### src/rtl/md_pkg.sv
// Shared definitions for the multiply/divide unit: opcodes, FSM states and
// the iteration count of the radix-2 datapath.
package md_pkg;

  typedef enum logic [2:0] {
    OP_NOP   = 3'b000,
    OP_MULT  = 3'b001,
    OP_MULTU = 3'b010,
    OP_DIV   = 3'b011,
    OP_DIVU  = 3'b100,
    OP_MTHI  = 3'b101,
    OP_MTLO  = 3'b110,
    OP_RSVD  = 3'b111
  } md_op_e;

  typedef enum logic [1:0] {
    ST_IDLE = 2'd0,
    ST_CALC = 2'd1,
    ST_DONE = 2'd2
  } md_state_e;

  localparam int         ITERS    = 32;
  localparam logic [4:0] CNT_LAST = 5'(ITERS - 1);

endpackage

### src/rtl/md_iter_core.sv
// 64-bit shift/accumulate datapath: one shift-add multiply step or one
// restoring divide step per enabled cycle, operating on unsigned magnitudes.
module md_iter_core (
  input  logic        clk,
  input  logic        i_load,
  input  logic        i_step,
  input  logic        i_is_div,
  input  logic [31:0] i_a,
  input  logic [31:0] i_b,
  output logic [31:0] o_hi,
  output logic [31:0] o_lo
);

  logic [31:0] r_hi;
  logic [31:0] r_lo;
  logic [31:0] r_m;
  logic [32:0] w_sum;
  logic [32:0] w_shift;
  logic [32:0] w_diff;

  // Multiply: hi accumulates, lo holds the multiplier shifting out LSB-first.
  // Divide: hi is the partial remainder, lo the dividend/quotient shifting left.
  assign w_sum   = {1'b0, r_hi} + (r_lo[0] ? {1'b0, r_m} : 33'd0);
  assign w_shift = {r_hi, r_lo[31]};
  assign w_diff  = w_shift - {1'b0, r_m};

  // NOTE: pure datapath registers carry no reset; the controlling FSM never
  // exposes them until a load has initialised them, so a reset net buys nothing.
  always_ff @(posedge clk) begin
    if (i_load) begin
      r_hi <= '0;
      r_lo <= i_a;
      r_m  <= i_b;
    end else if (i_step) begin
      if (i_is_div) begin
        if (!w_diff[32]) begin
          r_hi <= w_diff[31:0];
          r_lo <= {r_lo[30:0], 1'b1};
        end else begin
          r_hi <= w_shift[31:0];
          r_lo <= {r_lo[30:0], 1'b0};
        end
      end else begin
        r_hi <= w_sum[32:1];
        r_lo <= {w_sum[0], r_lo[31:1]};
      end
    end
  end

  assign o_hi = r_hi;
  assign o_lo = r_lo;

endmodule

### src/rtl/md_unit.sv
// Multi-cycle multiply/divide unit with architectural HI/LO registers:
// control FSM, operand sign handling and result correction.
module md_unit
  import md_pkg::*;
(
  input  logic        Clk,
  input  logic        Reset,
  input  logic        Start,
  input  logic [2:0]  md_control,
  input  logic [31:0] SrcA,
  input  logic [31:0] SrcB,
  input  logic        Flush,
  output logic        Busy,
  output logic        md_signal,
  output logic [31:0] res_hi,
  output logic [31:0] res_lo,
  output logic [31:0] HI,
  output logic [31:0] LO
);

  md_state_e   r_state;
  md_state_e   w_next_state;
  logic [4:0]  r_cnt;
  logic        r_is_div;
  logic        r_neg_q;
  logic        r_neg_r;
  logic        r_div_zero;
  logic        r_mt_pulse;
  logic [31:0] r_hi;
  logic [31:0] r_lo;
  logic [31:0] r_res_hi;
  logic [31:0] r_res_lo;

  md_op_e      w_op;
  logic        w_calc_op;
  logic        w_signed_op;
  logic        w_div_op;
  logic        w_load;
  logic        w_mt_hi;
  logic        w_mt_lo;
  logic [31:0] w_mag_a;
  logic [31:0] w_mag_b;
  logic [31:0] w_core_hi;
  logic [31:0] w_core_lo;
  logic [63:0] w_prod;
  logic [31:0] w_fix_hi;
  logic [31:0] w_fix_lo;

  assign w_op        = md_op_e'(md_control);
  assign w_calc_op   = (w_op == OP_MULT) || (w_op == OP_MULTU) ||
                       (w_op == OP_DIV)  || (w_op == OP_DIVU);
  assign w_signed_op = (w_op == OP_MULT) || (w_op == OP_DIV);
  assign w_div_op    = (w_op == OP_DIV)  || (w_op == OP_DIVU);
  assign w_mag_a     = (w_signed_op && SrcA[31]) ? -SrcA : SrcA;
  assign w_mag_b     = (w_signed_op && SrcB[31]) ? -SrcB : SrcB;

  assign w_mt_hi = (r_state == ST_IDLE) && Start && !Flush && (w_op == OP_MTHI);
  assign w_mt_lo = (r_state == ST_IDLE) && Start && !Flush && (w_op == OP_MTLO);

  // NOTE: every output of a combinational block gets a default first so no
  // path through the case leaves it unassigned (which would infer a latch).
  always_comb begin
    w_next_state = r_state;
    w_load       = 1'b0;
    case (r_state)
      ST_IDLE: if (Start && w_calc_op) begin
        w_next_state = ST_CALC;
        w_load       = 1'b1;
      end
      ST_CALC: if (r_cnt == CNT_LAST) w_next_state = ST_DONE;
      ST_DONE: w_next_state = ST_IDLE;
      default: w_next_state = ST_IDLE;
    endcase
    if (Flush) begin
      w_next_state = ST_IDLE;
      w_load       = 1'b0;
    end
  end

  md_iter_core u_core (
    .clk      (Clk),
    .i_load   (w_load),
    .i_step   (r_state == ST_CALC),
    .i_is_div (w_div_op && w_load ? 1'b1 : r_is_div && !w_load),
    .i_a      (w_mag_a),
    .i_b      (w_mag_b),
    .o_hi     (w_core_hi),
    .o_lo     (w_core_lo)
  );

  // Divide by zero leaves the dividend magnitude in the remainder, so only the
  // quotient needs overriding; the remainder's sign fix restores SrcA.
  always_comb begin
    w_prod   = {w_core_hi, w_core_lo};
    w_fix_hi = w_core_hi;
    w_fix_lo = w_core_lo;
    if (r_is_div) begin
      w_fix_lo = r_div_zero ? 32'hFFFF_FFFF : (r_neg_q ? -w_core_lo : w_core_lo);
      w_fix_hi = r_neg_r ? -w_core_hi : w_core_hi;
    end else begin
      if (r_neg_q) w_prod = -w_prod;
      w_fix_hi = w_prod[63:32];
      w_fix_lo = w_prod[31:0];
    end
  end

  // NOTE: all state updates use non-blocking assignments so every register
  // samples pre-edge values regardless of statement order.
  always_ff @(posedge Clk or negedge Reset) begin
    if (!Reset) begin
      r_state    <= ST_IDLE;
      r_cnt      <= '0;
      r_is_div   <= 1'b0;
      r_neg_q    <= 1'b0;
      r_neg_r    <= 1'b0;
      r_div_zero <= 1'b0;
      r_mt_pulse <= 1'b0;
      r_hi       <= '0;
      r_lo       <= '0;
      r_res_hi   <= '0;
      r_res_lo   <= '0;
    end else begin
      r_state    <= w_next_state;
      r_mt_pulse <= w_mt_hi || w_mt_lo;
      if (w_load) begin
        r_cnt      <= '0;
        r_is_div   <= w_div_op;
        r_neg_q    <= w_signed_op && (SrcA[31] ^ SrcB[31]);
        r_neg_r    <= (w_op == OP_DIV) && SrcA[31];
        r_div_zero <= w_div_op && (SrcB == 32'd0);
      end else if (r_state == ST_CALC) begin
        r_cnt <= r_cnt + 5'd1;
      end
      if (w_mt_hi) begin
        r_hi     <= SrcA;
        r_res_hi <= SrcA;
        r_res_lo <= r_lo;
      end
      if (w_mt_lo) begin
        r_lo     <= SrcA;
        r_res_hi <= r_hi;
        r_res_lo <= SrcA;
      end
      if ((r_state == ST_DONE) && !Flush) begin
        r_hi     <= w_fix_hi;
        r_lo     <= w_fix_lo;
        r_res_hi <= w_fix_hi;
        r_res_lo <= w_fix_lo;
      end
    end
  end

  assign Busy      = (r_state != ST_IDLE);
  assign md_signal = (r_state == ST_DONE) || r_mt_pulse;
  assign res_hi    = (r_state == ST_DONE) ? w_fix_hi : r_res_hi;
  assign res_lo    = (r_state == ST_DONE) ? w_fix_lo : r_res_lo;
  assign HI        = r_hi;
  assign LO        = r_lo;

endmodule

### config.mk
export PLATFORM = sky130hd
export DESIGN_NAME = md_unit
export DESIGN_NICKNAME = d
export VERILOG_FILES = /design/src/rtl/md_pkg.sv /design/src/rtl/md_iter_core.sv /design/src/rtl/md_unit.sv
export SDC_FILE = /design/constraint.sdc
export NUM_CORES = 1
export LEC_CHECK = 0
export BUFFER_PORTS_ARGS = -buffer_cell sky130_fd_sc_hd__buf_2
export CAP_MARGIN = 20
export CORE_MARGIN = 2
export CORE_UTILIZATION = 54
export DETAILED_ROUTE_END_ITERATION = 10
export HOLD_SLACK_MARGIN = 0.03
export PLACE_DENSITY = 0.83
export SYNTH_ARGS = -nofsm -noshare
export SYNTH_HDL_FRONTEND = slang
export SYNTH_HIERARCHICAL = 1
export SYNTH_SLANG_ARGS = --single-unit
### constraint.sdc
create_clock -name Clk -period 6.3 [get_ports Clk]
set_clock_uncertainty 0.2 [all_clocks]
set_input_delay 0.63 -clock Clk [delete_from_list [all_inputs] [get_ports Clk]]
set_output_delay 0.63 -clock Clk [all_outputs]
set_load 0.02 [all_outputs]
==> summary by stage <==
Status
The flow ran to the end, and the final reports show no timing, DRC or antenna violations.

STA
Setup repair after global routing left no endpoint under its margin. The transition time at the pin with the least slew margin is 1.02 ns. Measured against its own limit, the worst slew margin works out to 0.319. The part of the cycle the worst path needs is 0.773.

The number of max-slew violations in the final report is 0. The number of hold-slack violations in the final timing report was 0. The total of endpoints with negative setup slack in the final report is 0. The tightest hold path in the finished design has a slack of 0.129 ns. The shortest period the worst path allows is 4.87 ns. The final total negative setup slack is 0 ns. The upper clock frequency limit is 205 MHz.

Global route
The total overflow reported by the global router is 0. The number of global-route vias before repair is 17831. Entering global routing, the biggest net connects 82 pins. The first global-routing pass estimated 103000 um of wire.

The initial antenna violation count came to 2. Across every metal layer, demand over resource in global routing totals 0.369.

Yosys
Of the synthesized area, sequential elements account for 0.326. In this run the mean area of a mapped cell was 8.36 um^2. In the post-synthesis netlist, the biggest area contributors are dfrtp_1, edfxtp_1, xnor2_1. The synthesized netlist contains 94 unique library cells. The share of synthesized registers carrying an async set or reset is 0.593.

The commonest cells after synthesis are nand2_1, nor2_1, o21ai_0. The share of synthesized area in the top cell type comes to 0.188. The most used flip-flop cell after synthesis is dfrtp_1. The Yosys step of the flow raised 6 warnings. The number of nets in the synthesized netlist is 2366. Among all cell types in the netlist, the one instantiated most often is nand2_1. In this run, synthesis inferred 64 flip-flops with an integrated enable.

The synthesized area is 18600 um^2. The count of mapped cells out of synthesis is 2223. The number of synthesized register bits is 236. The library cell with the largest summed area after synthesis is dfrtp_1.

Place
Routability-driven placement finished with a final weighted congestion of 0.981. The number of buffers added on ports is 200. After legalization and detailed placement, the total HPWL measured 49700 um.

Drt
For this run, design rule violations remaining after detail routing come to 0. The total iterations of the first detailed-routing run is 6. The detailed-route wire length is 67900 um. In this run the remaining antenna-violating nets after routing total 0.

The wire length per cell is 24.0 um. For this block, the initial DRC count from the detailed router was 2200. Detailed routing inserted a total of 18466 vias.

The via density per instance is 6.53.

CTS
Once the clock tree was built, the resizer swapped 0 gates to a different size. The clock passes through at most 3 buffers. In this run the post-CTS setup repair buffer count came out at 0. After clock tree synthesis, the flow added hold-fix buffers numbering 1.

The buffer type at the clock tree root is clkbuf_16. The clock input transition at the sequential cells of the worst setup and hold paths is 0.06 ns. The CTS tree is built.

The clock latency on the worst-skew pair is 0.59 ns. CTS saw 236 sinks. The number of clock buffers added by TritonCTS is 29.

CTS built an H-tree with a depth of 1.

Final layout
From synthesis to final layout, the design area changed by 12.6%. The number of antenna diodes in the final layout is 0. Of the cells placed in the final design, the portion with a size suffix greater than 1 is 0.157. The total of fill cells in the finished design is 2903. The net count of the finished layout is 2500.

Floorplan
The width of the die is 190 um. The floorplan step set the die height to 190 um. The die area is 35900 um^2. The number of top-level design ports is 201. After floorplanning, the core was divided into 67 placement rows. The core region is 33700 um^2.

For this configuration, the core starts out at a cell density of 0.552.

Setup path
The data arrival at the endpoint of the critical path is 4.04 ns. Among all stages on the critical path, the largest delay is contributed by nor4_1. The launching point of the worst reg2reg path is u_core/o_lo[31]. The required time of the critical path is 5.47 ns. Measured in cells, the most critical reg-to-reg path has a length of 12. Across all register-to-register paths, the minimum setup slack is 1.98 ns. Traced cell by cell, the critical path runs through nor4_2 > nand3_2 > nor4_1 > a21oi_1 > xnor2_1 > o21ai_0 > buf_2. The total buffers and inverters traversed by the critical path is 1. For this run, the slowest stage of the critical path takes 0.82 ns.

The critical path endpoint category is an output pin. In this design, the largest share of critical-path delay is due to simple AND/OR/NAND/NOR gates. In this run the worst path has a maximum fanout of 13. In this run the critical register-to-register path is captured at u_core/o_hi[16]. The worst setup path is launched from a flop. The setup path with the least slack is of type flop to output pin.

Power
The power density over the cells is 439 nW/um^2. Across the VDD grid, the largest voltage drop is 371 uV. For this design the static power due to leakage is 9.09 nW.

Flow run
The number of maximum-capacitance violations is 0.

Hold path
The startpoint identified for the worst hold timing path is Flush. The number of stages on the worst hold path is 2. The worst min-delay path endpoint is r_state[1]. The type of the tightest min-delay check is input port to flop.
## how the worst max path moves through the flow
stage	start	to	slack, ns	cells after the start
after global placement	u_core/o_lo[31]	u_core/o_hi[16]	2.14	12
after detailed placement	u_core/o_lo[31]	u_core/o_hi[16]	2.10	12
after floorplan	md_control[1]	u_core/o_lo[0]	1.87	10
final	u_core/o_lo[6]	res_hi[14]	1.43	7
after global routing	u_core/o_lo[6]	res_hi[14]	1.28	7
after CTS	u_core/o_lo[6]	res_hi[14]	1.51	7
## area by class of cell
cell class / instances / area (um^2) / share of cell area
clock buffers: 39 / 887 / 0.0424
clock inverters: 15 / 175 / 0.00837
inverters: 68 / 258 / 0.0123
multi-input cells: 1795 / 11700 / 0.560
flip-flops and latches: 236 / 6070 / 0.290
well taps: 448 / 561 / 0.0268
repair buffers: 227 / 1250 / 0.0599
## through the flow
stage / total power [mW] / instance area, um^2 / instances / worst slack (ns) / util
6_report: 9.18 / 20900 / 2828 / 1.43 / 0.621
5_1_grt: 9.66 / 20900 / 2828 / 1.28 / 0.621
4_1_cts: 9.05 / 20900 / 2826 / 1.51 / 0.619
3_5_place_dp: 7.19 / 19800 / 2771 / 2.10 / 0.587
3_3_place_gp: 7.10 / 19800 / 2771 / 2.14 / 0.587
2_1_floorplan: 5.75 / 18600 / 2223 / 1.87 / -
## flip-flops by register name, summed over array words and instances (netlist names)
| signal | cells |
|---|---|
| HI | 32 |
| r_mt_pulse | 1 |
| r_neg_r | 1 |
| u_core/o_lo | 32 |
| r_div_zero | 1 |
| u_core/r_m | 32 |
| LO | 32 |
| r_res_lo | 32 |
| r_neg_q | 1 |
| r_is_div | 1 |
| u_core/o_hi | 32 |
| r_res_hi | 32 |
| r_state | 2 |
| r_cnt | 5 |
## worst reg2reg max path: stages, from the launching register on
cell and delay, ns:
edfxtp_1 0.54, inv_1 0.10, ha_1 0.24, fa_1 0.40, nand2b_1 0.18, a21oi_1 0.40, o211ai_1 0.28, a21oi_2 0.25
nor2_1 0.12, a211oi_4 0.21, buf_4 0.54, mux2_2 0.42, a221o_1 0.31
## layer usage
layer | track usage | part of all wire | vias to the layer above
met3 | 0.0758 | 0.090 | 286
met4 | 0.243 | 0.074 | 4
met5 | 0 | 0.00032 | -
li1 | - | - | 8373
met2 | 0.606 | 0.46 | 1041
met1 | 0.440 | 0.38 | 8762
## cells by family after synthesis
logic type                 count (synthesis)  synth area share
buffers and inverters                    192            0.0456
muxes                                    135            0.0759
DFF                                      236             0.326
xor gates and xnor gates                 178            0.0849
adders and majority gates                 72            0.0493
and+or+nand+nor                          725             0.187
AOI/OAI and AO/OA                        685             0.231
## power by group
group / switching [mW] / internal, mW
clock network: 0.732 / 1.11
registers: 0.640 / 2.00
logic: 2.90 / 1.78
total: 4.28 / 4.90
## placed cells by master, fill, tap and decap left out, types with 32 or more instances in the layout
master / count
o21ai_1: 50
buf_2: 199
mux2i_1: 87
and2_1: 47
inv_1: 64
xor2_1: 60
a21oi_1: 159
a22oi_1: 32
dfrtp_1: 140
edfxtp_1: 64
xnor2_1: 117
nor2_1: 181
clkbuf_16: 32
o21ai_0: 181
dfxtp_1: 32
a21o_1: 35
ha_1: 70
mux2_2: 48
nor3_1: 51
nand2_1: 253
No activity file was read; power rests on OpenSTA's default activity.
